**config.mk**
```make
export PLATFORM = sky130hd
export DESIGN_NAME = rom_ctrl_kmac_if
export DESIGN_NICKNAME = d
export VERILOG_FILES = /design/src/rtl/rom_ctrl_pkg.sv /design/src/rtl/rom_ctrl_kmac_skid.sv /design/src/rtl/rom_ctrl_kmac_if.sv
export SDC_FILE = /design/constraint.sdc
export NUM_CORES = 1
export LEC_CHECK = 0
export ABC_AREA = 0
export BUFFER_PORTS_ARGS = -buffer_cell sky130_fd_sc_hd__buf_2
export CORE_AREA = 2 2 665 667
export CTS_CLUSTER_DIAMETER = 100
export DETAILED_ROUTE_END_ITERATION = 12
export DIE_AREA = 0 0 667 669
export PLACE_DENSITY_LB_ADDON = 0.25
export RECOVER_POWER = 25
export SYNTH_ARGS = -nofsm -noshare
export SYNTH_HDL_FRONTEND = slang
export SYNTH_HIERARCHICAL = 1
export SYNTH_SLANG_ARGS = --single-unit
export TNS_END_PERCENT = 20
```
**constraint.sdc**
```tcl
create_clock -name clk_i -period 3.78 [get_ports clk_i]
set_input_delay 0.378 -clock clk_i [delete_from_list [all_inputs] [get_ports clk_i]]
set_output_delay 0.378 -clock clk_i [all_outputs]
set_load 0.02 [all_outputs]
```
**src/rtl/rom_ctrl_pkg.sv**
```systemverilog
// rom_ctrl_pkg
// Shared types and constants for the ROM controller.
// Contents:
//   KmacIfTimeoutDefault - default cycle budget for the KMAC digest response
//   KmacIfWordW          - width of one ROM word / KMAC message beat
//   kmac_if_state_e      - sparse state encoding of the KMAC adapter FSM
//   kmac_if_entry_t      - one skid FIFO entry, {data, last}
package rom_ctrl_pkg;

    localparam int unsigned KmacIfTimeoutDefault = 4096;
    localparam int unsigned KmacIfWordW          = 64;

    // Every pair of codes differs in at least three bits, so a single or
    // double bit flip in the state register lands on an invalid code that
    // the FSM maps to Error.
    typedef enum logic [5:0] {
        KmacIfStream     = 6'b000111,
        KmacIfWaitDigest = 6'b011000,
        KmacIfDone       = 6'b101010,
        KmacIfError      = 6'b110101
    } kmac_if_state_e;

    typedef struct packed {
        logic [KmacIfWordW-1:0] data;
        logic                   last;
    } kmac_if_entry_t;

endpackage

```
**src/rtl/rom_ctrl_kmac_skid.sv**
```systemverilog
// rom_ctrl_kmac_skid
// Two-entry FIFO that decouples the ROM checker from KMAC back-pressure.
// Ports:
//   clk_i, rst_i   clock and synchronous active-high reset
//   push_i         write push_entry_i (ignored when full)
//   push_entry_i   {data, last} to store
//   pop_i          drop the head entry (ignored when empty)
//   flush_i        discard all entries; wins over push and pop
//   head_o         oldest stored entry
//   full_o         both entries occupied
//   empty_o        no entry stored
module rom_ctrl_kmac_skid
    import rom_ctrl_pkg::*;
(
    input  logic           clk_i,
    input  logic           rst_i,
    input  logic           push_i,
    input  kmac_if_entry_t push_entry_i,
    input  logic           pop_i,
    input  logic           flush_i,
    output kmac_if_entry_t head_o,
    output logic           full_o,
    output logic           empty_o
);

    kmac_if_entry_t mem_q [2];
    kmac_if_entry_t mem_d [2];
    logic           wr_ptr_q, wr_ptr_d;
    logic           rd_ptr_q, rd_ptr_d;
    logic [1:0]     count_q, count_d;
    logic           do_push, do_pop;

    assign full_o  = (count_q == 2'd2);
    assign empty_o = (count_q == 2'd0);
    assign head_o  = mem_q[rd_ptr_q];

    // Pointer/count update; a simultaneous push and pop leaves the count
    // unchanged while both pointers advance.
    always_comb begin
        do_push  = push_i & ~full_o;
        do_pop   = pop_i & ~empty_o;
        mem_d    = mem_q;
        wr_ptr_d = wr_ptr_q;
        rd_ptr_d = rd_ptr_q;
        count_d  = count_q;
        if (flush_i) begin
            wr_ptr_d = 1'b0;
            rd_ptr_d = 1'b0;
            count_d  = 2'd0;
        end else begin
            if (do_push) begin
                mem_d[wr_ptr_q] = push_entry_i;
                wr_ptr_d        = ~wr_ptr_q;
            end
            if (do_pop) begin
                rd_ptr_d = ~rd_ptr_q;
            end
            case ({do_push, do_pop})
                2'b10:   count_d = count_q + 2'd1;
                2'b01:   count_d = count_q - 2'd1;
                default: count_d = count_q;
            endcase
        end
    end

    always_ff @(posedge clk_i) begin
        if (rst_i) begin
            mem_q[0] <= '0;
            mem_q[1] <= '0;
            wr_ptr_q <= 1'b0;
            rd_ptr_q <= 1'b0;
            count_q  <= 2'd0;
        end else begin
            mem_q    <= mem_d;
            wr_ptr_q <= wr_ptr_d;
            rd_ptr_q <= rd_ptr_d;
            count_q  <= count_d;
        end
    end

endmodule

```
**src/rtl/rom_ctrl_kmac_if.sv**
```systemverilog
// rom_ctrl_kmac_if
// Adapter between the ROM checker FSM and the KMAC application port.
// ROM words are buffered in a 2-entry skid FIFO and forwarded to KMAC with
// last/strobe framing; the two digest shares are recombined into digest_o
// and a single done/error indication is returned to the checker.
// Optional feature macro: ROM_CTRL_KMAC_IF_TIMEOUT_EN adds a response
// timeout counter; without it WaitDigest waits indefinitely.
// Ports:
//   clk_i, rst_i                 clock, synchronous active-high reset
//   rom_vld_i/rom_rdy_o          ROM word handshake
//   rom_data_i, rom_last_i       ROM word and end-of-region marker
//   kmac_valid_o/kmac_ready_i    KMAC message beat handshake
//   kmac_data_o/strb_o/last_o    KMAC message beat
//   kmac_rsp_done_i/error_i      KMAC digest response strobe and error
//   kmac_rsp_share0_i/share1_i   digest shares
//   done_o                       one-cycle pulse on entry to Done or Error
//   err_o                        high while in Error
//   digest_o                     recombined digest, held while in Done
module rom_ctrl_kmac_if
    import rom_ctrl_pkg::*;
#(
    parameter int unsigned DigestWords   = 8,
    parameter int unsigned TimeoutCycles = KmacIfTimeoutDefault
) (
    input  logic                      clk_i,
    input  logic                      rst_i,
    input  logic                      rom_vld_i,
    output logic                      rom_rdy_o,
    input  logic [63:0]               rom_data_i,
    input  logic                      rom_last_i,
    output logic                      kmac_valid_o,
    input  logic                      kmac_ready_i,
    output logic [63:0]               kmac_data_o,
    output logic [7:0]                kmac_strb_o,
    output logic                      kmac_last_o,
    input  logic                      kmac_rsp_done_i,
    input  logic                      kmac_rsp_error_i,
    input  logic [DigestWords*64-1:0] kmac_rsp_share0_i,
    input  logic [DigestWords*64-1:0] kmac_rsp_share1_i,
    output logic                      done_o,
    output logic                      err_o,
    output logic [DigestWords*64-1:0] digest_o
);

    localparam int unsigned DigestW = DigestWords * 64;

    kmac_if_state_e     state_q, state_d;
    logic               last_pushed_q, last_pushed_d;
    logic               done_q, done_d;
    logic [DigestW-1:0] digest_q, digest_d;

    logic               fifo_push, fifo_pop, fifo_flush;
    logic               fifo_full, fifo_empty, fifo_valid;
    kmac_if_entry_t     fifo_head, push_entry;
    logic               proto_err, timeout;

    rom_ctrl_kmac_skid u_skid (
        .clk_i        (clk_i),
        .rst_i        (rst_i),
        .push_i       (fifo_push),
        .push_entry_i (push_entry),
        .pop_i        (fifo_pop),
        .flush_i      (fifo_flush),
        .head_o       (fifo_head),
        .full_o       (fifo_full),
        .empty_o      (fifo_empty)
    );

    assign fifo_valid = ~fifo_empty;

    // A response outside WaitDigest, or a new ROM word once the frame has
    // been closed, means the two sides have lost step with each other.
    assign proto_err = (kmac_rsp_done_i & (state_q != KmacIfWaitDigest)) |
                       (rom_vld_i & ((state_q == KmacIfWaitDigest) |
                                     (state_q == KmacIfDone)));

`ifdef ROM_CTRL_KMAC_IF_TIMEOUT_EN
    localparam int unsigned    TmoW    = $clog2(TimeoutCycles);
    localparam logic [TmoW-1:0] TmoLast = TmoW'(TimeoutCycles - 1);

    logic [TmoW-1:0] tmo_cnt_q, tmo_cnt_d;

    // Held at zero outside WaitDigest so it starts from zero on entry,
    // then counts up and sticks at its final value.
    always_comb begin
        tmo_cnt_d = tmo_cnt_q;
        if (state_q != KmacIfWaitDigest) begin
            tmo_cnt_d = '0;
        end else if (tmo_cnt_q != TmoLast) begin
            tmo_cnt_d = tmo_cnt_q + 1'b1;
        end
    end

    always_ff @(posedge clk_i) begin
        if (rst_i) begin
            tmo_cnt_q <= '0;
        end else begin
            tmo_cnt_q <= tmo_cnt_d;
        end
    end

    assign timeout = (state_q == KmacIfWaitDigest) & (tmo_cnt_q == TmoLast);
`else
    logic unused_timeout_cfg;
    assign unused_timeout_cfg = ^TimeoutCycles;
    assign timeout            = 1'b0;
`endif

    // State register.
    always_ff @(posedge clk_i) begin
        if (rst_i) begin
            state_q <= KmacIfStream;
        end else begin
            state_q <= state_d;
        end
    end

    // Next-state logic; protocol errors and timeouts take priority over a
    // good response arriving in the same cycle.
    always_comb begin
        state_d = state_q;
        case (state_q)
            KmacIfStream: begin
                if (proto_err) begin
                    state_d = KmacIfError;
                end else if (fifo_valid & kmac_ready_i & fifo_head.last) begin
                    state_d = KmacIfWaitDigest;
                end
            end
            KmacIfWaitDigest: begin
                if (proto_err | timeout | (kmac_rsp_done_i & kmac_rsp_error_i)) begin
                    state_d = KmacIfError;
                end else if (kmac_rsp_done_i) begin
                    state_d = KmacIfDone;
                end
            end
            KmacIfDone: begin
                if (proto_err) begin
                    state_d = KmacIfError;
                end
            end
            KmacIfError: state_d = KmacIfError;
            default:     state_d = KmacIfError;
        endcase
    end

    // Output logic. rom_rdy_o depends only on registered state so that
    // KMAC back-pressure never reaches the checker combinationally.
    always_comb begin
        rom_rdy_o    = (state_q == KmacIfStream) & ~fifo_full & ~last_pushed_q & ~rst_i;
        kmac_valid_o = fifo_valid;
        kmac_data_o  = fifo_valid ? fifo_head.data : 64'd0;
        kmac_last_o  = fifo_valid & fifo_head.last;
        kmac_strb_o  = {8{fifo_valid}};
        done_o       = done_q;
        err_o        = (state_q == KmacIfError);
        digest_o     = digest_q;
    end

    // Datapath next values. done_o only pulses when leaving the active
    // states, so a later Done to Error move cannot produce a second pulse.
    always_comb begin
        fifo_push     = rom_vld_i & rom_rdy_o;
        fifo_pop      = fifo_valid & kmac_ready_i;
        fifo_flush    = (state_d == KmacIfError);
        push_entry    = '{data: rom_data_i, last: rom_last_i};
        last_pushed_d = last_pushed_q | (fifo_push & rom_last_i);
        done_d        = ((state_q == KmacIfStream) | (state_q == KmacIfWaitDigest)) &
                        ((state_d == KmacIfDone) | (state_d == KmacIfError));
        digest_d      = digest_q;
        if (state_d == KmacIfError) begin
            digest_d = '0;
        end else if ((state_q == KmacIfWaitDigest) & (state_d == KmacIfDone)) begin
            digest_d = kmac_rsp_share0_i ^ kmac_rsp_share1_i;
        end
    end

    always_ff @(posedge clk_i) begin
        if (rst_i) begin
            last_pushed_q <= 1'b0;
            done_q        <= 1'b0;
            digest_q      <= '0;
        end else begin
            last_pushed_q <= last_pushed_d;
            done_q        <= done_d;
            digest_q      <= digest_d;
        end
    end

endmodule
```
**Word-level counts from Yosys, hierarchy flattened**

Index checks and enable logic that the tools add are counted.

- Latch bits: 0
- Memories: 0
- Bits of input ports: 1095
- Logic and storage cells: 76
- Output and inout bits: 589
- Register bits after elaboration: 654
- Bits in read-only memories: 0
- Memory bits (writable): 0

- Bitwise operators: 31
- $lt $le $gt $ge: 3
- Multiplexer cells: 14
- Multiply operators: 0
- Shift operators: 0
- Divide/modulo/power cells: 0
- Equal/unequal tests: 10
- Reductions and logical operators: 5
- Add/sub/neg operators: 2

Operators with widths:

| cell | number |
|---|---|
| 512-bit bitwise XOR | 1 |
| 65-bit two-way mux | 4 |
| 130-bit bitwise mux | 1 |
| 65-bit demux with 1-bit select | 1 |
| 64-bit two-way mux | 1 |
| 6-bit two-way mux | 5 |
| 6-bit equality test (second input constant) | 4 |
| 6-bit one-hot mux with 3 select lines | 1 |
| 1-bit bitwise AND | 15 |
| 1-bit NOT | 7 |
| 6-bit by 3-bit equality test with 1-bit output (second input constant) | 1 |
| 6-bit by 5-bit equality test with 1-bit output (second input constant) | 1 |
| 6-bit by 5-bit inequality test with 1-bit output (second input constant) | 1 |
| 1-bit OR | 6 |
| 2-bit equality test (second input constant) | 2 |
| 2-bit >= comparator (second input constant) | 2 |
| 1-bit NOT with 2-bit output | 2 |
| 2-bit one-hot mux with 2 select lines | 1 |
| 2-bit by 1-bit adder with 2-bit output (second input constant) | 1 |
| 2-bit by 1-bit equality test with 1-bit output (second input constant) | 1 |
| 2-bit zero test | 1 |
| 2-bit by 1-bit less-than comparator with 1-bit output (second input constant) | 1 |
| 2-bit AND reduction | 1 |
| 2-bit nonzero test | 1 |
| 3 further kinds | 3 |

**Depth between registers and ports, before layout**

Gate-level depths: netlist of the first run.

- Depth in word-level cells: 11
- Mapped depth: 10
- Depth with buffers taken out: 9

**Modules after synthesis**

Netlist of the first run, hierarchy kept.

Modules (own cells, without submodules):

| module | area an instance (um^2) | seq. area each (um^2) | times used | cells each |
|---|---|---|---|---|
| rom_ctrl_kmac_if | 22809.4 | 10410.0 | 1 | 2863 |
| rom_ctrl_kmac_skid | 6361.1 | 2682.6 | 1 | 590 |

**Worst setup path before layout of the first run**

OpenSTA, ideal clock, no wires.

- Path kind: register -> register
- Start point: reg state_q[3]
- End point: reg u_skid/mem_q[109] in the netlist's numbering
- Data arrival time: 2.856 ns
- Buffers on the path: 2
- Stages on the path, launching flop included: 10
- Required time: 3.662 ns
- Path slack: 0.806 ns
- Period minus slack after synthesis: 2.974 ns
- Setup time: 0.118 ns
- Cell sequence: dfxtp_1 -> nand3b_1 -> or3_1 -> nor4_1 -> and2_1 -> inv_1 -> or4_4 -> buf_6 -> buf_12 -> mux2i_1

- Elaborated cells between the ends (all ways): 23
- Classes of those cells: eq/ne (5); mux (6); bitwise (11); reduce/logical (1)

RTL lines:

| element | line | RTL |
|---|---|---|
| start, declared | rom_ctrl_kmac_if.sv:47 | `kmac_if_state_e state_q, state_d;` |
| start signal, assigned | rom_ctrl_kmac_if.sv:112 | `state_q <= KmacIfStream;` |
| start signal, assigned | rom_ctrl_kmac_if.sv:114 | `state_q <= state_d;` |
| 6-bit by 3-bit equality test with 1-bit output | rom_ctrl_kmac_if.sv:150 | `rom_rdy_o = (state_q == KmacIfStream) & ~fifo_full & ~last_pushed_q & ~rst_i;` |
| 1-bit bitwise AND (3 in a row) | rom_ctrl_kmac_if.sv:150 |  |
| via rom_rdy_o | rom_ctrl_kmac_if.sv:28 | `output logic rom_rdy_o,` |
| 1-bit bitwise AND | rom_ctrl_kmac_if.sv:163 | `fifo_push = rom_vld_i & rom_rdy_o;` |
| via fifo_push | rom_ctrl_kmac_if.sv:52 | `logic fifo_push, fifo_pop, fifo_flush;` |
| 1-bit bitwise AND | rom_ctrl_kmac_skid.sv:40 | `do_push = push_i & ~full_o;` |
| 2-bit AND reduction (no source line) | -- |  |
| end signal, assigned | rom_ctrl_kmac_skid.sv:74 | `mem_q <= mem_d;` |
| end, declared | rom_ctrl_kmac_skid.sv:26 | `kmac_if_entry_t mem_q [2];` |

The timed path passes the listed nets, and every way through them passes these cells.
A chain may end at the register's enable or synchronous reset.

==> results.toml, run 1 <==
[cts]
postCtsHoldBufs = 1017
htreeDepth = 3
worstSkewPairLatency_ns = 0.83
cts_root_buf = "clkbuf_16"
cts_tree = "yes"
cts_resized = 0
cts_sinks = 654
cts_setup_buffers = 0
cts_made_buffers = 97
cts.path.max_buffers = 4
clk_pin_slew_worst_paths_ns = 0.06

[place]
io_buffers = 1683
hpwl_um = 305300
preCtsSetupSlack_ns = 0.7652
place_inst = 10730
routabilityCongestion = 1.022
place_area_um2 = 44210

[cells_and_area]
multi_input_area_um2 = 15010
postLayoutCellArea_um2 = 57530
finalNetCount = 7158
fin_cells = 12080
nFillCells = 51050
ff_latch_area_um2 = 13100
layout-drive-gt1-share_pct = 26.73
syn_to_final_growth_pct = 97.23

[routing]
routedWlPerCell_um = 28.43
antenna_left = 0
drcViolationCount = 0
vias = 36200
vias_per_cell = 2.997
routed_wl_um = 343400
drt_iter0_drc = 1983
dr.pass1.iters = 5

[worst_hold_path]
whs_path_depth = 5
hold_path_class = "input port to flop"

[critical_path]
worstPathCellList = "buf_4 > buf_4 > mux2_2 > nor2b_1 > buf_2"
required_ns = 3.40
path_max_fanout = 33
startpoint_type = "flop"
crit_family = "buffers and inverters"
cp.arrival_ns = 3.01
crit_path_frequent_cell = "buf_4"
slowest_stage = "buf_4"
path_buf_inv = 3
crit_type = "flop to output port"
max_stage_delay_ns = 0.58
path_depth = 5
reg2regPathDepth = 7
end_kind = "output port"

[global_routing]
grt_pass1_vias = 34740
grt_overflow = 0
track_usage_pct = 14.73
antenna_found_initial = 481
grt_pass1_wl_um = 413700
grt_max_degree = 209

[synth]
syn_area_um2 = 29170
synth_cells = 3453
postSynthAreaPerCell_um2 = 8.448
ys_warn_count = 6
ys.flop_type = "dfxtp_1"
synth_seq_cells = 654
synth_seq_area_share_pct = 44.88
yosys.cell_types.count = 42
synth_edf_count = 0
syn-num-nets = 4549
synthArstFlopShare_pct = 0

[run_status]
outcome = "finished clean"

[floorplanning]
placementRows = 244
io_pins = 1684
core_area_um2 = 439600
die_w_um = 667
die-area_um2 = 446200
start_util_pct = 6.635
die_height_um = 669

[sta]
slew_headroom_pct = 27.95
tns_ns = 0
final.setup.worst_slack_ns = 0.3965
fin_worst_skew_ns = 0.06904
grt_setup_unrepaired = "false"
drv_slew = 0
hold_violations = 0
layout_min_cycle_time_ns = 3.383
post-route-period-util_pct = 89.51
tightest_slew_ns = 1.081
setup_viol = 0
max_freq_mhz = 295.6

[power_and_ir_drop]
intPower_mw = 14.14
total_leakage_power_nw = 21.61
ir_worst_vdd_mv = 0.3452
seq_power_share_pct = 35.9
powerDensity_nw_per_um2 = 333.8
p_clk_share_pct = 48.1
power.switching_mw = 5.063
power_mw = 19.21
power_frac_comb_pct = 16.0
netSwitchingFraction_pct = 26.36

[job]
drv_cap = 0
[worst min-delay path, cell delays in order]
cell	delay [ns]
buf_2	0.16
xnor2_1	0.09
nor2_1	0.08
a21oi_1	0.05
nor2_1	0.07
[final timing paths]
check                                            start          endpoint  slack (ns)
worst max-delay path                   u_skid/rd_ptr_q   kmac_data_o[62]        0.40
worst max register to register              state_q[0]     digest_o[358]        0.76
worst min-delay path            kmac_rsp_share1_i[133]     digest_o[133]        0.06
worst min register to register        u_skid/mem_q[48]  u_skid/mem_q[48]        0.47
[power by group through the flow]
stage	Clock (mW)	Combinational (mW)	Sequential (mW)
2_1_floorplan	0	0.661	7.05
3_3_place_gp	0	1.78	7.06
3_5_place_dp	0	1.79	7.05
4_1_cts	9.64	3.13	6.90
5_1_grt	9.83	3.28	6.90
6_report	9.23	3.07	6.90
[layer usage]
layer / up-vias / share of wire [%] / track usage [%]
li1: 16530 / - / -
met1: 16590 / 38 / 16.33
met2: 1906 / 44 / 23.75
met3: 924 / 13 / 8.834
met4: 256 / 3.6 / 3.795
met5: - / 0.49 / 0
[flip-flops by register name (all words and copies together), names as in the netlist]
| register | count |
|---|---|
| digest_o | 512 |
| done_o | 1 |
| last_pushed_q | 1 |
| state_q | 6 |
| u_skid/count_q | 2 |
| u_skid/mem_q | 130 |
| u_skid/rd_ptr_q | 1 |
| u_skid/wr_ptr_q | 1 |
[per-stage QoR]
stage | hold WS [ns] | utilization [%]
final | 0.06047 | 13.09
after global routing | 0.04545 | 13.03
after CTS | 0.0007506 | 13.08
after detailed placement | 0.4604 | 10.06
after global placement | 0.4636 | 10.06
after floorplan | 0.4377 | -
[cell families (layout without fill, tap and decap cells)]
| kind of cell | after synthesis | in the layout | share of synthesized area (%) |
|---|---|---|---|
| simple gates | 1320 | 1320 | 19.60 |
| flops | 654 | 654 | 44.88 |
| compound gates | 531 | 531 | 9.235 |
| xor+xnor | 515 | 515 | 15.46 |
| buf+inv | 237 | 2913 | 3.809 |
| mux | 195 | 195 | 6.970 |
| fa+ha+maj | 1 | 1 | 0.04289 |
| other cells | 0 | 170 | 0 |
[area by class of cell]
type	count	share of cell area, %
Clock buffer	138	4.889
Antenna cell	170	0.7394
Timing Repair Buffer	2738	32.38
Tap cell	5781	12.57
Inverter	9	0.05872
Clock inverter	28	0.5024
Sequential cell	654	22.76
Multi-Input combinational cell	2562	26.09
[layout by cell type (no fill, tap or decap), drive strengths merged, types with 2 or more instances in the layout]
| cell type | synthesis | final |
|---|---|---|
| buf | 81 | 1413 |
| nor2 | 1028 | 1028 |
| dlygate4sd3 | 0 | 1017 |
| dfxtp | 654 | 654 |
| a21oi | 516 | 516 |
| xnor2 | 514 | 514 |
| clkbuf | 147 | 446 |
| nand2b | 197 | 197 |
| diode | 0 | 170 |
| mux2i | 130 | 130 |
| nor2b | 67 | 67 |
| mux2 | 65 | 65 |
| clkinv | 0 | 14 |
| inv | 9 | 14 |
| clkinvlp | 0 | 5 |
| or3 | 4 | 4 |
| nor3 | 4 | 4 |
| o21ai | 4 | 4 |
| bufinv | 0 | 4 |
| nor4 | 4 | 4 |
| and2 | 3 | 3 |
| nand2 | 3 | 3 |
| a31oi | 3 | 3 |
| nor3b | 3 | 3 |
| a22oi | 2 | 2 |
| or4 | 2 | 2 |
[cells in the mapped netlist (4+ instances only)]
master | n | share of area (%)
mux2_2 | 65 | 2.5
nor2_1 | 1028 | 13
xnor2_1 | 514 | 15
inv_1 | 8 | 0.10
dfxtp_1 | 654 | 45
buf_4 | 21 | 0.54
a21oi_1 | 516 | 8.9
o21ai_0 | 4 | 0.069
buf_6 | 6 | 0.23
buf_2 | 52 | 0.89
or3_1 | 4 | 0.086
nor2b_1 | 67 | 1.4
nor3_1 | 4 | 0.069
nand2b_1 | 197 | 4.2
clkbuf_1 | 147 | 1.9
mux2i_1 | 130 | 4.5
Power figures use the tool's default switching activity.
==> run 2, diff against run 1 <==
==> constraint.sdc (replaced) <==
create_clock -name clk_i -period 3.3 [get_ports clk_i]
set_input_delay 0.33 -clock clk_i [delete_from_list [all_inputs] [get_ports clk_i]]
set_output_delay 0.33 -clock clk_i [all_outputs]
set_load 0.02 [all_outputs]
==> run 2 against run 1 <==
  * Clock skew down 0.00078 ns
  * Setup slack got worse by 0.064 ns
  * Worst hold slack got worse by 0.028 ns
  * Critical path depth down 1
  * Largest cell class unchanged
==> results.toml, run 2 (same netlist as run 1, synthesis figures left out) <==
[sta]
hold_violations = 0
layout_min_cycle_time_ns = 2.967
drv_slew = 0
tns_ns = 0
fin_worst_skew_ns = 0.06827
max_freq_mhz = 337.0
setup_viol = 0
tightest_slew_ns = 1.053
post-route-period-util_pct = 89.92
grt_setup_unrepaired = "false"
slew_headroom_pct = 29.77

[critical_path]
end_kind = "output port"
rr_startpoint = "state_q[1]"
crit_type = "flop to output port"
crit_path_start = "u_skid/count_q[0]"
required_ns = 2.97
cp.arrival_ns = 2.64
path_max_fanout = 67
startpoint_type = "flop"

[worst_hold_path]
hold_path_class = "input port to flop"
hp-start = "kmac_rsp_share0_i[422]"

[cells_and_area]
finalNetCount = 7225
largest_reg_flops = 512
nFillCells = 51080
postLayoutCoreUtil_pct = 13.32
layout_commonest_cell = "buf_2"
layout-drive-gt1-share_pct = 26.69
syn_to_final_growth_pct = 100.7
final_cell_mix = "buf_2, dlygate4sd3_1, nor2_1"

[cts]
htreeDepth = 3
cts_made_buffers = 100
cts.path.max_buffers = 4
worstSkewPairLatency_ns = 0.84
clk_pin_slew_worst_paths_ns = 0.06
cts_root_buf = "clkbuf_16"
cts_setup_buffers = 0
cts_sinks = 654
cts_tree = "yes"

[routing]
drt_iter0_drc = 2048
routedWlPerCell_um = 28.22
drcViolationCount = 0
vias_per_cell = 2.978
antenna_left = 0
vias = 36340
routed_wl_um = 344300
dr.pass1.iters = 5

[global_routing]
track_usage_pct = 14.80
grt_max_degree = 195
antenna_found_initial = 499
grt_pass1_wl_um = 417000
grt_pass1_vias = 34980
grt_overflow = 0

[floorplanning]
die_w_um = 667
die-area_um2 = 446200
io_pins = 1684
core_area_um2 = 439600
start_util_pct = 6.635
die_height_um = 669
placementRows = 244

[place]
routabilityCongestion = 1.037
hpwl_um = 305600
io_buffers = 1683

[power_and_ir_drop]
power_mw = 22.62
powerDensity_nw_per_um2 = 386.3
total_leakage_power_nw = 22.01
ir_worst_vdd_mv = 0.3007

[job]
drv_cap = 0

[run_status]
outcome = "finished clean"
run 2: cell count changes in the layout (fill, tap and decap cells not counted), sizes merged:
cell         before   now
buf            1413  1418
dlygate4sd3    1017  1075
clkinv           14    22
clkbuf          446   444
inv              14    17
bufinv            4     7
clkinvlp          5     2
diode           170   220
run 2: power breakdown:
| part | switching (mW) | internal [mW] | leakage [nW] |
|---|---|---|---|
| combinational | 1.45 | 2.18 | 15.1 |
| sequential | 0.00549 | 7.90 | 5.27 |
| clock | 4.51 | 6.57 | 1.63 |
run 2: metrics by stage:
stage	hold slack, ns	worst slack (ns)	std cells	cell area, um^2
3_3_place_gp	0.4602	0.3279	10730	44350
4_1_cts	0.003223	0.1941	11980	58390
3_5_place_dp	0.4603	0.3194	10730	44350
5_1_grt	0.06610	0.09350	12070	58210
6_report	0.03234	0.3326	12200	58550
2_1_floorplan	0.4377	0.3259	3453	29170
run 2: critical path, stage by stage (launching register included):
cell and delay (ns):
dfxtp_1 0.46, nor2_4 0.05, buf_4 0.36, nor2b_1 0.53
buf_2 0.33
run 2: area by class of cell:
| class | count | area, um^2 | area share (%) |
|---|---|---|---|
| tap | 5781 | 7233 | 12.35 |
| antenna | 220 | 550.5 | 0.9403 |
| sequential | 654 | 13100 | 22.37 |
| timing repair buffer | 2802 | 19340 | 33.03 |
| inverter | 9 | 33.78 | 0.05770 |
| clock buffer | 135 | 2845 | 4.859 |
| clock inverter | 39 | 439.2 | 0.7501 |
| multi-input combinational | 2562 | 15010 | 25.64 |
run 2: repair_timing:
action                     CTS  global route
resized for setup            0             0
hold buffers              1075             0
hold endpoints to repair   645             0
run 2: path summary, 6_finish.rpt:
check | to | slack, ns | cells after the start
max | kmac_data_o[57] | 0.33 | 4
min | digest_o[422] | 0.03 | 5
max reg2reg | u_skid/mem_q[22] | 0.35 | 8
min reg2reg | u_skid/mem_q[45] | 0.47 | 2
run 2: layer usage:
metal | global-route usage [%] | up-vias | wire (um)
li1 | - | 16720 | -
met1 | 16.79 | 16610 | 133600
met2 | 24.04 | 1858 | 153800
met3 | 8.260 | 907 | 44060
met4 | 3.399 | 246 | 11210
met5 | 0 | - | 1672
